`src/rtl/gray_threshold_binarizer_if.sv`:
```
// Stream bundle for the grayscale-to-binary thresholding stage: grayscale input,
// threshold programming, and the tagged binary output stream.
interface gray_threshold_binarizer_if #(
    parameter int CW = 4,
    parameter int RW = 4
);
    logic [7:0]    thresh_in;
    logic          thresh_load;
    logic [7:0]    gray_pixel;
    logic          gray_valid;
    logic          gray_ready;
    logic [7:0]    binary_image_pixel;
    logic          bin_valid;
    logic          bin_ready;
    logic          bin_sof;
    logic          bin_eol;
    logic          bin_eof;
    logic [RW-1:0] row_idx;
    logic [CW-1:0] col_idx;
    logic          frame_done;
    logic [15:0]   frame_count;

    modport slave (
        input  thresh_in, thresh_load, gray_pixel, gray_valid, bin_ready,
        output gray_ready, binary_image_pixel, bin_valid, bin_sof, bin_eol, bin_eof,
               row_idx, col_idx, frame_done, frame_count
    );

    modport master (
        output thresh_in, thresh_load, gray_pixel, gray_valid, bin_ready,
        input  gray_ready, binary_image_pixel, bin_valid, bin_sof, bin_eol, bin_eof,
               row_idx, col_idx, frame_done, frame_count
    );
endinterface

```
`src/rtl/gray_threshold_binarizer.sv`:
```
// Thresholds a raster stream of 8-bit gray pixels to 0x00/0xFF through a single
// output register stage, tagging each pixel with its raster position and frame markers.
module gray_threshold_binarizer #(
    parameter int          WIDTH          = 10,
    parameter int          HEIGHT         = 10,
    parameter logic [7:0]  DEFAULT_THRESH = 8'd128,
    parameter int          CW             = (WIDTH  > 1) ? $clog2(WIDTH)  : 1,
    parameter int          RW             = (HEIGHT > 1) ? $clog2(HEIGHT) : 1
) (
    input  logic                          clk,
    input  logic                          rst,
    gray_threshold_binarizer_if.slave     bus
);
    typedef enum logic {IDLE, ACTIVE} state_t;

    state_t        state_reg, state_next;
    logic [CW-1:0] col_reg;
    logic [RW-1:0] row_reg;
    logic [7:0]    active_thresh_reg;
    logic [7:0]    pending_thresh_reg;
    logic [7:0]    thresh_eff;
    logic [7:0]    pixel_reg;
    logic          valid_reg;
    logic          sof_reg, eol_reg, eof_reg;
    logic [RW-1:0] row_idx_reg;
    logic [CW-1:0] col_idx_reg;
    logic          frame_done_reg;
    logic [15:0]   frame_count_reg;

    logic ready;
    logic accept;
    logic xfer;
    logic last_col, last_row;

    assign ready    = !valid_reg || bus.bin_ready;
    assign accept   = bus.gray_valid && ready;
    assign xfer     = valid_reg && bus.bin_ready;
    assign last_col = (col_reg == CW'(WIDTH - 1));
    assign last_row = (row_reg == RW'(HEIGHT - 1));

    // At a frame boundary the pending value (or a same-cycle load) governs the new frame.
    always_comb begin
        thresh_eff = active_thresh_reg;
        if (state_reg == IDLE)
            thresh_eff = bus.thresh_load ? bus.thresh_in : pending_thresh_reg;
    end

    always_comb begin
        state_next = state_reg;
        case (state_reg)
            IDLE:    if (accept && !(last_col && last_row)) state_next = ACTIVE;
            ACTIVE:  if (accept && last_col && last_row)    state_next = IDLE;
            default: state_next = IDLE;
        endcase
    end

    always_ff @(posedge clk or negedge rst) begin
        if (!rst)
            state_reg <= IDLE;
        else
            state_reg <= state_next;
    end

    always_ff @(posedge clk or negedge rst) begin
        if (!rst) begin
            active_thresh_reg  <= DEFAULT_THRESH;
            pending_thresh_reg <= DEFAULT_THRESH;
        end else begin
            if (bus.thresh_load)
                pending_thresh_reg <= bus.thresh_in;
            if (accept && state_reg == IDLE)
                active_thresh_reg <= thresh_eff;
        end
    end

    always_ff @(posedge clk or negedge rst) begin
        if (!rst) begin
            col_reg <= '0;
            row_reg <= '0;
        end else if (accept) begin
            if (last_col) begin
                col_reg <= '0;
                row_reg <= last_row ? '0 : row_reg + 1'b1;
            end else begin
                col_reg <= col_reg + 1'b1;
            end
        end
    end

    always_ff @(posedge clk or negedge rst) begin
        if (!rst) begin
            pixel_reg   <= '0;
            valid_reg   <= 1'b0;
            sof_reg     <= 1'b0;
            eol_reg     <= 1'b0;
            eof_reg     <= 1'b0;
            row_idx_reg <= '0;
            col_idx_reg <= '0;
        end else if (accept) begin
            pixel_reg   <= (bus.gray_pixel >= thresh_eff) ? 8'hFF : 8'h00;
            valid_reg   <= 1'b1;
            sof_reg     <= (row_reg == '0) && (col_reg == '0);
            eol_reg     <= last_col;
            eof_reg     <= last_col && last_row;
            row_idx_reg <= row_reg;
            col_idx_reg <= col_reg;
        end else if (bus.bin_ready) begin
            valid_reg <= 1'b0;
        end
    end

    always_ff @(posedge clk or negedge rst) begin
        if (!rst) begin
            frame_done_reg  <= 1'b0;
            frame_count_reg <= '0;
        end else begin
            frame_done_reg <= xfer && eof_reg;
            if (xfer && eof_reg)
                frame_count_reg <= frame_count_reg + 16'd1;
        end
    end

    assign bus.gray_ready         = ready;
    assign bus.binary_image_pixel = pixel_reg;
    assign bus.bin_valid          = valid_reg;
    assign bus.bin_sof            = sof_reg;
    assign bus.bin_eol            = eol_reg;
    assign bus.bin_eof            = eof_reg;
    assign bus.row_idx            = row_idx_reg;
    assign bus.col_idx            = col_idx_reg;
    assign bus.frame_done         = frame_done_reg;
    assign bus.frame_count        = frame_count_reg;
endmodule

```
`src/flat_wrapper.sv`:
```
// flat-port wrapper written by rule: the top's interface ports become plain ports
module gray_threshold_binarizer_flat 
#(
    parameter int          WIDTH          = 10,
    parameter int          HEIGHT         = 10,
    parameter logic [7:0]  DEFAULT_THRESH = 8'd128,
    parameter int          CW             = (WIDTH  > 1) ? $clog2(WIDTH)  : 1,
    parameter int          RW             = (HEIGHT > 1) ? $clog2(HEIGHT) : 1
)
  (clk, rst, bus_thresh_in, bus_thresh_load, bus_gray_pixel, bus_gray_valid, bus_bin_ready, bus_gray_ready, bus_binary_image_pixel, bus_bin_valid, bus_bin_sof, bus_bin_eol, bus_bin_eof, bus_row_idx, bus_col_idx, bus_frame_done, bus_frame_count);
  gray_threshold_binarizer_if #(.CW(CW), .RW(RW)) bus_i ();
  input  logic clk;
  input  logic rst;
  input wire logic [$bits(bus_i.thresh_in)-1:0] bus_thresh_in;
  input wire logic [$bits(bus_i.thresh_load)-1:0] bus_thresh_load;
  input wire logic [$bits(bus_i.gray_pixel)-1:0] bus_gray_pixel;
  input wire logic [$bits(bus_i.gray_valid)-1:0] bus_gray_valid;
  input wire logic [$bits(bus_i.bin_ready)-1:0] bus_bin_ready;
  output wire logic [$bits(bus_i.gray_ready)-1:0] bus_gray_ready;
  output wire logic [$bits(bus_i.binary_image_pixel)-1:0] bus_binary_image_pixel;
  output wire logic [$bits(bus_i.bin_valid)-1:0] bus_bin_valid;
  output wire logic [$bits(bus_i.bin_sof)-1:0] bus_bin_sof;
  output wire logic [$bits(bus_i.bin_eol)-1:0] bus_bin_eol;
  output wire logic [$bits(bus_i.bin_eof)-1:0] bus_bin_eof;
  output wire logic [$bits(bus_i.row_idx)-1:0] bus_row_idx;
  output wire logic [$bits(bus_i.col_idx)-1:0] bus_col_idx;
  output wire logic [$bits(bus_i.frame_done)-1:0] bus_frame_done;
  output wire logic [$bits(bus_i.frame_count)-1:0] bus_frame_count;
  assign bus_i.thresh_in = bus_thresh_in;
  assign bus_i.thresh_load = bus_thresh_load;
  assign bus_i.gray_pixel = bus_gray_pixel;
  assign bus_i.gray_valid = bus_gray_valid;
  assign bus_i.bin_ready = bus_bin_ready;
  assign bus_gray_ready = bus_i.gray_ready;
  assign bus_binary_image_pixel = bus_i.binary_image_pixel;
  assign bus_bin_valid = bus_i.bin_valid;
  assign bus_bin_sof = bus_i.bin_sof;
  assign bus_bin_eol = bus_i.bin_eol;
  assign bus_bin_eof = bus_i.bin_eof;
  assign bus_row_idx = bus_i.row_idx;
  assign bus_col_idx = bus_i.col_idx;
  assign bus_frame_done = bus_i.frame_done;
  assign bus_frame_count = bus_i.frame_count;
  gray_threshold_binarizer #(.WIDTH(WIDTH), .HEIGHT(HEIGHT), .DEFAULT_THRESH(DEFAULT_THRESH), .CW(CW), .RW(RW)) u_core (.clk(clk), .rst(rst), .bus(bus_i));
endmodule
```
`config.mk`:
```
export PLATFORM = sky130hd
export DESIGN_NAME = gray_threshold_binarizer_flat
export DESIGN_NICKNAME = d
export VERILOG_FILES = /design/src/rtl/gray_threshold_binarizer_if.sv /design/src/rtl/gray_threshold_binarizer.sv /design/src/flat_wrapper.sv
export SDC_FILE = /design/constraint.sdc
export NUM_CORES = 1
export LEC_CHECK = 0
export BUFFER_PORTS_ARGS = -buffer_cell sky130_fd_sc_hd__buf_2
export CAP_MARGIN = 40
export CORE_MARGIN = 2
export CORE_UTILIZATION = 30
export CTS_CLUSTER_DIAMETER = 50
export DETAILED_ROUTE_END_ITERATION = 10
export HOLD_SLACK_MARGIN = 0.03
export MAX_ROUTING_LAYER = met4
export PLACE_DENSITY = 0.61
export SKIP_CTS_REPAIR_TIMING = 1
export SLEW_MARGIN = 10
export SYNTH_ARGS = -nofsm -noshare
export SYNTH_HDL_FRONTEND = slang
export SYNTH_SLANG_ARGS = --single-unit
```
`constraint.sdc`:
```
create_clock -name clk -period 5.7 [get_ports clk]
set_clock_uncertainty 0.2 [all_clocks]
set_input_delay 1.14 -clock clk [delete_from_list [all_inputs] [get_ports clk]]
set_output_delay 1.14 -clock clk [all_outputs]
set_load 0.02 [all_outputs]
```
# ---- Word level (Yosys, flattened, before mapping)
# Cells that the tools add are included.
# Widths: inputs -> output; s select.
dict set report word_totals {
  register_bits 62
  latch_bits 0
  ramBits 0
  rom_bits 0
  out_inout_bits 38
  wordCells 47
  memories 0
}
dict set report classes {
  n_addsub 3
  n_mul 0
  n_div 0
  magnitude_cmp 1
  n_eq_ne 2
  n_shift 0
  muxes 10
  n_bitwise 1
  n_reduce_logical 16
}
# operator n
set ops {}
lappend ops {{$mux 8} 3}
lappend ops {{$add 16x1->16 const B} 1}
lappend ops {{$logic_and 1x1->1} 9}
lappend ops {{$add 4x1->4 const B} 2}
lappend ops {{$eq 4x4->1 const B} 2}
lappend ops {{$ge 8x8->1} 1}
lappend ops {{$logic_not 4->1} 2}
lappend ops {{$mux 4} 2}
lappend ops {{$mux 1} 4}
lappend ops {{$logic_not 1->1} 2}
lappend ops {{$pmux 1 s2} 1}
lappend ops {{$reduce_and 2->1} 1}
lappend ops {{$reduce_bool 2->1} 1}
lappend ops {{$logic_or 1x1->1} 1}
lappend ops {{$not 1->1} 1}

# ---- Depth between registers and ports, before layout
# Gate-level depths: netlist of run 1.
dict set report logic_depth {
  ltp_word 7
  mapped_depth 8
}

# ---- Worst setup path after synthesis of run 1
# No wires, ideal clock.
dict set report synth_path {
  kind {in2reg}
  start {input port bus_thresh_load}
  end {register u_core.pixel_reg[6], in the netlist u_core.bus.binary_image_pixel[6]}
  arrival_ps 2739
  required_time_ps 5373
  setup_slack_ps 2634
  stages 8
  path_buffers 1
  path_cell_list {clkbuf_1 -> mux2_2 -> mux2_2 -> ha_1 -> nand2b_1 -> a21oi_1 -> o21a_1 -> o22ai_1}
}
dict set report synth_via {
  elab_chain_cells 4
}
# item line_no
set synth_lines {}
lappend synth_lines {{start, declared} flat_wrapper.sv:15} ;# input wire logic [$bits(bus_i.thresh_load)-1:0] bus_thresh_load;
lappend synth_lines {{$mux 8} gray_threshold_binarizer.sv:45} ;# thresh_eff = bus.thresh_load ? bus.thresh_in : pending_thresh_reg;
lappend synth_lines {{$mux 8} gray_threshold_binarizer.sv:44} ;# if (state_reg == IDLE)
lappend synth_lines {{via u_core.thresh_eff[0]} gray_threshold_binarizer.sv:21} ;# logic [7:0] thresh_eff;
lappend synth_lines {{$ge 8x8->1} gray_threshold_binarizer.sv:100} ;# pixel_reg <= (bus.gray_pixel >= thresh_eff) ? 8'hFF : 8'h00;
lappend synth_lines {{$mux 8} gray_threshold_binarizer.sv:100}
lappend synth_lines {{end signal, assigned} gray_threshold_binarizer.sv:100}
lappend synth_lines {{end, declared} gray_threshold_binarizer.sv:22} ;# logic [7:0] pixel_reg;
# The timed path passes the listed nets, and every way through them passes these cells.
# A chain may end at the register's enable or synchronous reset.

# ---- Worst setup path after layout of run 1
dict set report layout_path {
  start {input port bus_bin_ready}
  end {output port bus_gray_ready}
}
dict set report layout_via {
  elab_chain_cells 1
}
# item line_no
set layout_lines {}
lappend layout_lines {{start, declared} flat_wrapper.sv:18} ;# input wire logic [$bits(bus_i.bin_ready)-1:0] bus_bin_ready;
lappend layout_lines {{$logic_or 1x1->1} gray_threshold_binarizer.sv:35} ;# assign ready = !valid_reg || bus.bin_ready;
lappend layout_lines {{end, declared} flat_wrapper.sv:19} ;# output wire logic [$bits(bus_i.gray_ready)-1:0] bus_gray_ready;
# Every way passes these cells.

==> impl_metrics.csv, run 1 <==
group,metric,value,unit
outcome,outcome,"completed",
drt,ant_nets,0,
synthesis,synth_area_leader_cell,"dfrtp_1",
sta,max_freq,329,MHz
sta,setup_violations,0,
sta,slew_headroom,52.9,%
drt,drc,0,
synthesis,synth_top_family_by_area,"simple AND/OR/NAND/NOR gates",
placed_design,dpl.cell_count,366,
finish,syn_to_final_growth,18.1,%
synthesis,syn_nets,244,
sta,final_hold_viol_count,0,
synthesis,yosysMostFrequentCell,"dfrtp_1",
sta,worst_pin_slew,0.706,ns
placed_design,hpwl,3.59,mm
synthesis,synthXorXnorAreaFrac,6.58,%
global_route,grt.total_usage,11.5,%
clocking,clockBufferDepth,2,
synthesis,async_flop_share,100,%
synthesis,synth-seq-cells,55,
global_route,globalRoute.totalOverflow,0,
floorplanning,die_width,95.8,um
floorplanning,core,0.00818,mm2
global_route,antenna_found_initial,0,
finish,drive_above_1_share,34.6,%
global_route,grt_start_max_net_pins,56,
synthesis,syn_area,0.00253,mm2
power,power_density,336,mW/mm2
placed_design,place_congestion,0.760,
clocking,cts_buffers,5,
worst_hold_path,hp-class,"flop to flop",
synthesis,synthMuxAreaShare,12.6,%
critical_path,end_kind,"primary output",
finish,largest_reg_flops,16,
critical_path,startpoint_type,"input port",
finish,stdcell_count,374,
synthesis,syn_inst,214,
critical_path,critPathArrivalTime,1.70,ns
global_route,grt_pass1_vias,1656,
floorplanning,die-area,0.00918,mm2
floorplanning,placementRows,33,
clocking,htree_num_levels,2,
synthesis,synth_commonest_cells,"53 x dfrtp_1, 22 x mux2_2, 18 x nand2_1",
synthesis,synth_seq_area_share,54.5,%
clocking,cts_tree,"built",
synthesis,ys_warn_count,0,
synthesis,synth_top_cells_by_area,"dfrtp_1 52%, mux2_2 9.8%, xnor2_1 5.5%",
synthesis,syn_area_per_cell,11.8,um2
critical_path,critical_path_required,4.36,ns
finish,diodes,0,
job,cap_violations,0,
placed_design,numPortBuffers,58,
sta,fin_tns_setup,0,ns
power,power_leakage,1.50,nW
sta,min_period,3.04,ns
synthesis,synth.distinct_cells,37,
synthesis,synth_compound_area_share,5.15,%
power,peakVddDrop,0.215,mV
sta,period_share,53.4,%
floorplanning,fp.dieH,95.8,um
clocking,clkSinkCount,55,
synthesis,synth-edff-count,0,
drt,drt_iter0_markers,60,
critical_path,criticalPathCategory,"input port to primary output",
clocking,insertion_delay,0.30,ns
synthesis,synthAdderAreaFrac,4.45,%
floorplanning,io_pins,59,
critical_path,crit_fanout,6,
floorplanning,start_util,30.9,%
synthesis,yosys_most_used_dff,"dfrtp_1",
finish,layout.nets,298,
sta,rsz0062_at_grt,"no",
synthesis,synth_top_area_share,52.4,%
clocking,root_buffer,"clkbuf_8",
drt,vias_per_cell,4.60,
drt,routedWlPerCell,13.1,um
drt,drt_wl_total,4.90,mm
drt,drt-pass1-iter-count,4,
synthesis,synthSimpleGateAreaFrac,12.6,%
drt,via_count,1720,
sta,maxSlewViolCount,0,
clocking,path_clk_slew,0.10,ns
global_route,grt_pass1_wl,7.94,mm
-- per-layer routing --
layer	vias up	part of all wire, %	global-route usage [%]
met5	-	0	-
met4	0	0.67	2.86
met3	5	4.0	2.58
met2	36	48	18.1
met1	840	47	15.1
li1	839	-	-
-- path summary, 6_finish.rpt --
path	from	endpoint	slack, ns	depth (start not counted)
setup / recovery	bus_bin_ready	bus_gray_ready	2.66	3
hold / removal	u_core.bus.frame_count[15]$_DFFE_PN0P_	u_core.bus.frame_count[15]$_DFFE_PN0P_	0.28	1
setup reg to reg	u_core.state_reg$_DFF_PN0_	u_core.bus.binary_image_pixel[6]$_DFFE_PN0P_	3.57	6
hold reg to reg	u_core.bus.frame_count[15]$_DFFE_PN0P_	u_core.bus.frame_count[15]$_DFFE_PN0P_	0.28	1
max in group asynchronous	rst	u_core.bus.row_idx[1]$_DFFE_PN0P_	4.06	2
min in group asynchronous	rst	u_core.pending_thresh_reg[6]$_DFF_PN0_	0.76	2
-- cell families after synthesis --
group,Yosys count
AND/OR/NAND/NOR,62
flip-flops,55
multiplexers,29
AO/OA/AOI/OAI,21
XOR/XNOR,19
buffers and inverters,19
adder cells (fa/ha/maj),9
-- cell usage in the layout (no fill, tap or decap), drive strengths merged, types with 3 or more instances in the layout --
cell	synthesis	layout
clkbuf	2	7
and4	3	3
xnor2	16	16
buf	10	59
o21ai	9	9
dfrtp	53	53
ha	9	9
nor2	12	12
mux2i	7	7
xor2	3	3
and3	3	3
inv	7	7
nand4	6	6
nand3	8	8
a21oi	5	5
nand2	19	19
mux2	22	22
nand2b	3	3
-- worst max-delay path, stage by stage --
cell and delay [ns]:
buf_2 0.11, nand2b_1 0.24, buf_2 0.21
-- metrics by stage --
step	hold WS [ns]	setup WS (ns)	util (%)	power, mW	instance area [um2]
floorplan	0.267	2.63	-	0.694	2530
CTS	0.278	2.66	36.5	1.03	2990
finish	0.276	2.66	36.5	1.00	2990
global placement	0.256	2.66	35.2	0.757	2880
global route	0.306	2.63	36.5	1.07	2990
detailed placement	0.263	2.67	35.2	0.766	2880
-- where the power goes --
group,switching [mW],internal [mW],leakage (nW)
clock network,0.119,0.132,0.0524
registers,0.0522,0.455,0.706
logic,0.143,0.104,0.745
total,0.314,0.691,1.50
-- area by class of cell --
type,count,area [um2]
Clock buffer,7,76.3
Multi-Input combinational cell,140,1050
Fill cell,827,5190
Timing Repair Buffer,59,298
Sequential cell,55,1380
Clock inverter,1,30.0
Tap cell,105,131
Inverter,7,26.3
Note: power is estimated with default switching activity, not from simulation.
==> run 2, diff against run 1 <==
--- a/config.mk
+++ b/config.mk
@@ -13,7 +13,7 @@
 export DETAILED_ROUTE_END_ITERATION = 10
 export HOLD_SLACK_MARGIN = 0.03
 export MAX_ROUTING_LAYER = met4
-export PLACE_DENSITY = 0.61
+export PLACE_DENSITY = 0.62
 export SKIP_CTS_REPAIR_TIMING = 1
 export SLEW_MARGIN = 10
 export SYNTH_ARGS = -nofsm -noshare
==> constraint.sdc (replaced) <==
create_clock -name clk -period 2.6 [get_ports clk]
set_clock_uncertainty 0.2 [all_clocks]
set_input_delay 0.52 -clock clk [delete_from_list [all_inputs] [get_ports clk]]
set_output_delay 0.52 -clock clk [all_outputs]
set_load 0.02 [all_outputs]
==> impl_metrics.csv, run 2 (synthesized netlist as in run 1, its figures left out) <==
group,metric,value,unit
floorplanning,die-area,0.00918,mm2
clocking,htree_num_levels,2,
power,p_comb_share,25.6,%
sta,slew_headroom,54.0,%
sta,final_hold_viol_count,0,
sta,max_freq,488,MHz
drt,ant_nets,0,
global_route,grt_pass1_vias,1644,
critical_path,max_stage_delay,0.36,ns
finish,largest_reg_flops,16,
critical_path,startpoint_type,"input port",
sta,period_share,78.8,%
global_route,globalRoute.totalOverflow,0,
power,p_clk_share,21.4,%
clocking,cts_tree,"built",
power,power_density,705,mW/mm2
job,cap_violations,0,
clocking,insertion_delay,0.30,ns
sta,min_period,2.05,ns
critical_path,crit_slowest_cell,"mux2_2",
critical_path,crit_family,"multiplexers",
clocking,cts_buffers,5,
drt,drt_iter0_markers,33,
finish,multi_input_area,0.00105,mm2
power,peakVddDrop,0.292,mV
floorplanning,fp.dieH,95.8,um
clocking,clockBufferDepth,2,
global_route,grt_start_max_net_pins,31,
clocking,clkSinkCount,55,
sta,fin_tns_setup,0,ns
sta,worst_pin_slew,0.690,ns
floorplanning,start_util,30.9,%
drt,drt-pass1-iter-count,4,
drt,routedWlPerCell,13.1,um
clocking,root_buffer,"clkbuf_8",
drt,via_count,1725,
finish,syn_to_final_growth,18.4,%
power,p_total,2.11,mW
global_route,grt.total_usage,11.7,%
power,switchingPower,0.691,mW
finish,layout_commonest_cell,"buf_2",
finish,layout.area.seq,0.00138,mm2
finish,drive_above_1_share,35.5,%
critical_path,crit_path_cell_trace,"buf_2 -> mux2_2 -> mux2_2 -> ha_1 -> nand2b_1 -> a21oi_1 -> o21a_1 -> o22ai_1",
floorplanning,die_width,95.8,um
drt,vias_per_cell,4.56,
finish,diodes,0,
drt,drc,0,
finish,mostFrequentLayoutCells,"58 x buf_2, 53 x dfrtp_1, 22 x mux2_2, 18 x nand2_1, 16 x xnor2_1",
floorplanning,core,0.00818,mm2
floorplanning,io_pins,59,
placed_design,hpwl,3.75,mm
placed_design,numPortBuffers,58,
power,p_int,1.42,mW
placed_design,place_congestion,0.816,
critical_path,crit_buf_inv,1,
critical_path,critical_path_required,2.58,ns
sta,maxSlewViolCount,0,
power,power_leakage,1.51,nW
power,switching_share,32.7,%
drt,drt_wl_total,4.97,mm
finish,fillers,832,
critical_path,end_kind,"flop",
outcome,outcome,"completed",
power,seqPwrFrac,53.0,%
global_route,antenna_found_initial,0,
critical_path,criticalPathCategory,"input port to flop",
finish,layout.nets,302,
critical_path,critPathArrivalTime,2.03,ns
critical_path,crit_top_cell,"mux2_2",
sta,rsz0062_at_grt,"no",
worst_hold_path,hp-class,"input port to async pin",
global_route,grt_pass1_wl,8.14,mm
floorplanning,placementRows,33,
sta,setup_violations,0,
critical_path,crit_fanout,5,
clocking,path_clk_slew,0.09,ns
## run 2: changes by cell type in the layout (fill, tap and decap cells not counted)
cell | previous run | this run
buf_4 | 1 | 5
bufinv_16 | 1 | 0
clkinvlp_4 | 0 | 1
## run 2: layout make-up
type	instances	area share (%)
Timing Repair Buffer	63	10.9
Tap cell	105	4.39
Multi-Input combinational cell	140	34.9
Clock inverter	1	0.251
Clock buffer	7	2.55
Inverter	7	0.878
Sequential cell	55	46.1
## run 2: path summary, 6_finish.rpt
kind	startpoint	endpoint	slack [ns]	cells past startpoint
max	bus_thresh_load	u_core.bus.binary_image_pixel[6]$_DFFE_PN0P_	0.55	8
min	rst	u_core.active_thresh_reg[0]$_DFFE_PN0P_	0.06	1
max reg2reg	u_core.state_reg$_DFF_PN0_	u_core.bus.binary_image_pixel[6]$_DFFE_PN0P_	0.61	7
min reg2reg	u_core.bus.frame_count[15]$_DFFE_PN0P_	u_core.bus.frame_count[15]$_DFFE_PN0P_	0.29	1
max in group asynchronous	rst	u_core.bus.row_idx[1]$_DFFE_PN0P_	1.43	2
min in group clk	u_core.bus.frame_count[15]$_DFFE_PN0P_	u_core.bus.frame_count[15]$_DFFE_PN0P_	0.29	1
## run 2: stage by stage
step	instances	util [%]	hold WS, ns	cell area [um2]	setup slack (ns)
2_1_floorplan	214	-	0.0244	2530	0.154
3_3_place_gp	370	35.6	0.257	2910	0.272
3_5_place_dp	370	35.6	0.270	2910	0.223
4_1_cts	378	36.6	0.0759	2990	0.557
5_1_grt	378	36.6	0.0965	2990	0.476
6_report	378	36.6	0.0586	2990	0.552
## run 2: power by group through the flow
| stage | sequential, mW | clock [mW] | combinational, mW |
|---|---|---|---|
| floorplan | 1.18 | 0 | 0.339 |
| global placement | 1.13 | 0 | 0.537 |
| detailed placement | 1.14 | 0 | 0.549 |
| CTS | 1.12 | 0.479 | 0.550 |
| global route | 1.14 | 0.521 | 0.598 |
| finish | 1.12 | 0.452 | 0.541 |
## run 2: worst reg2reg max path, stage by stage (launching register included)
cell and delay [ns]:
dfrtp_1 0.46, buf_4 0.23, mux2i_1 0.24, ha_1 0.28, a21oi_1 0.15, o21ai_0 0.09
nor3_1 0.14, o22ai_1 0.10
## run 2: per-layer routing
layer  vias to the layer above  part of all wire, %  track usage, %
li1                        849                    -               -
met1                       844                   48            15.7
met2                        30                   47            18.1
met3                         2                  4.7            2.98
met4                         0                 0.48            2.50
met5                         -                    0               -
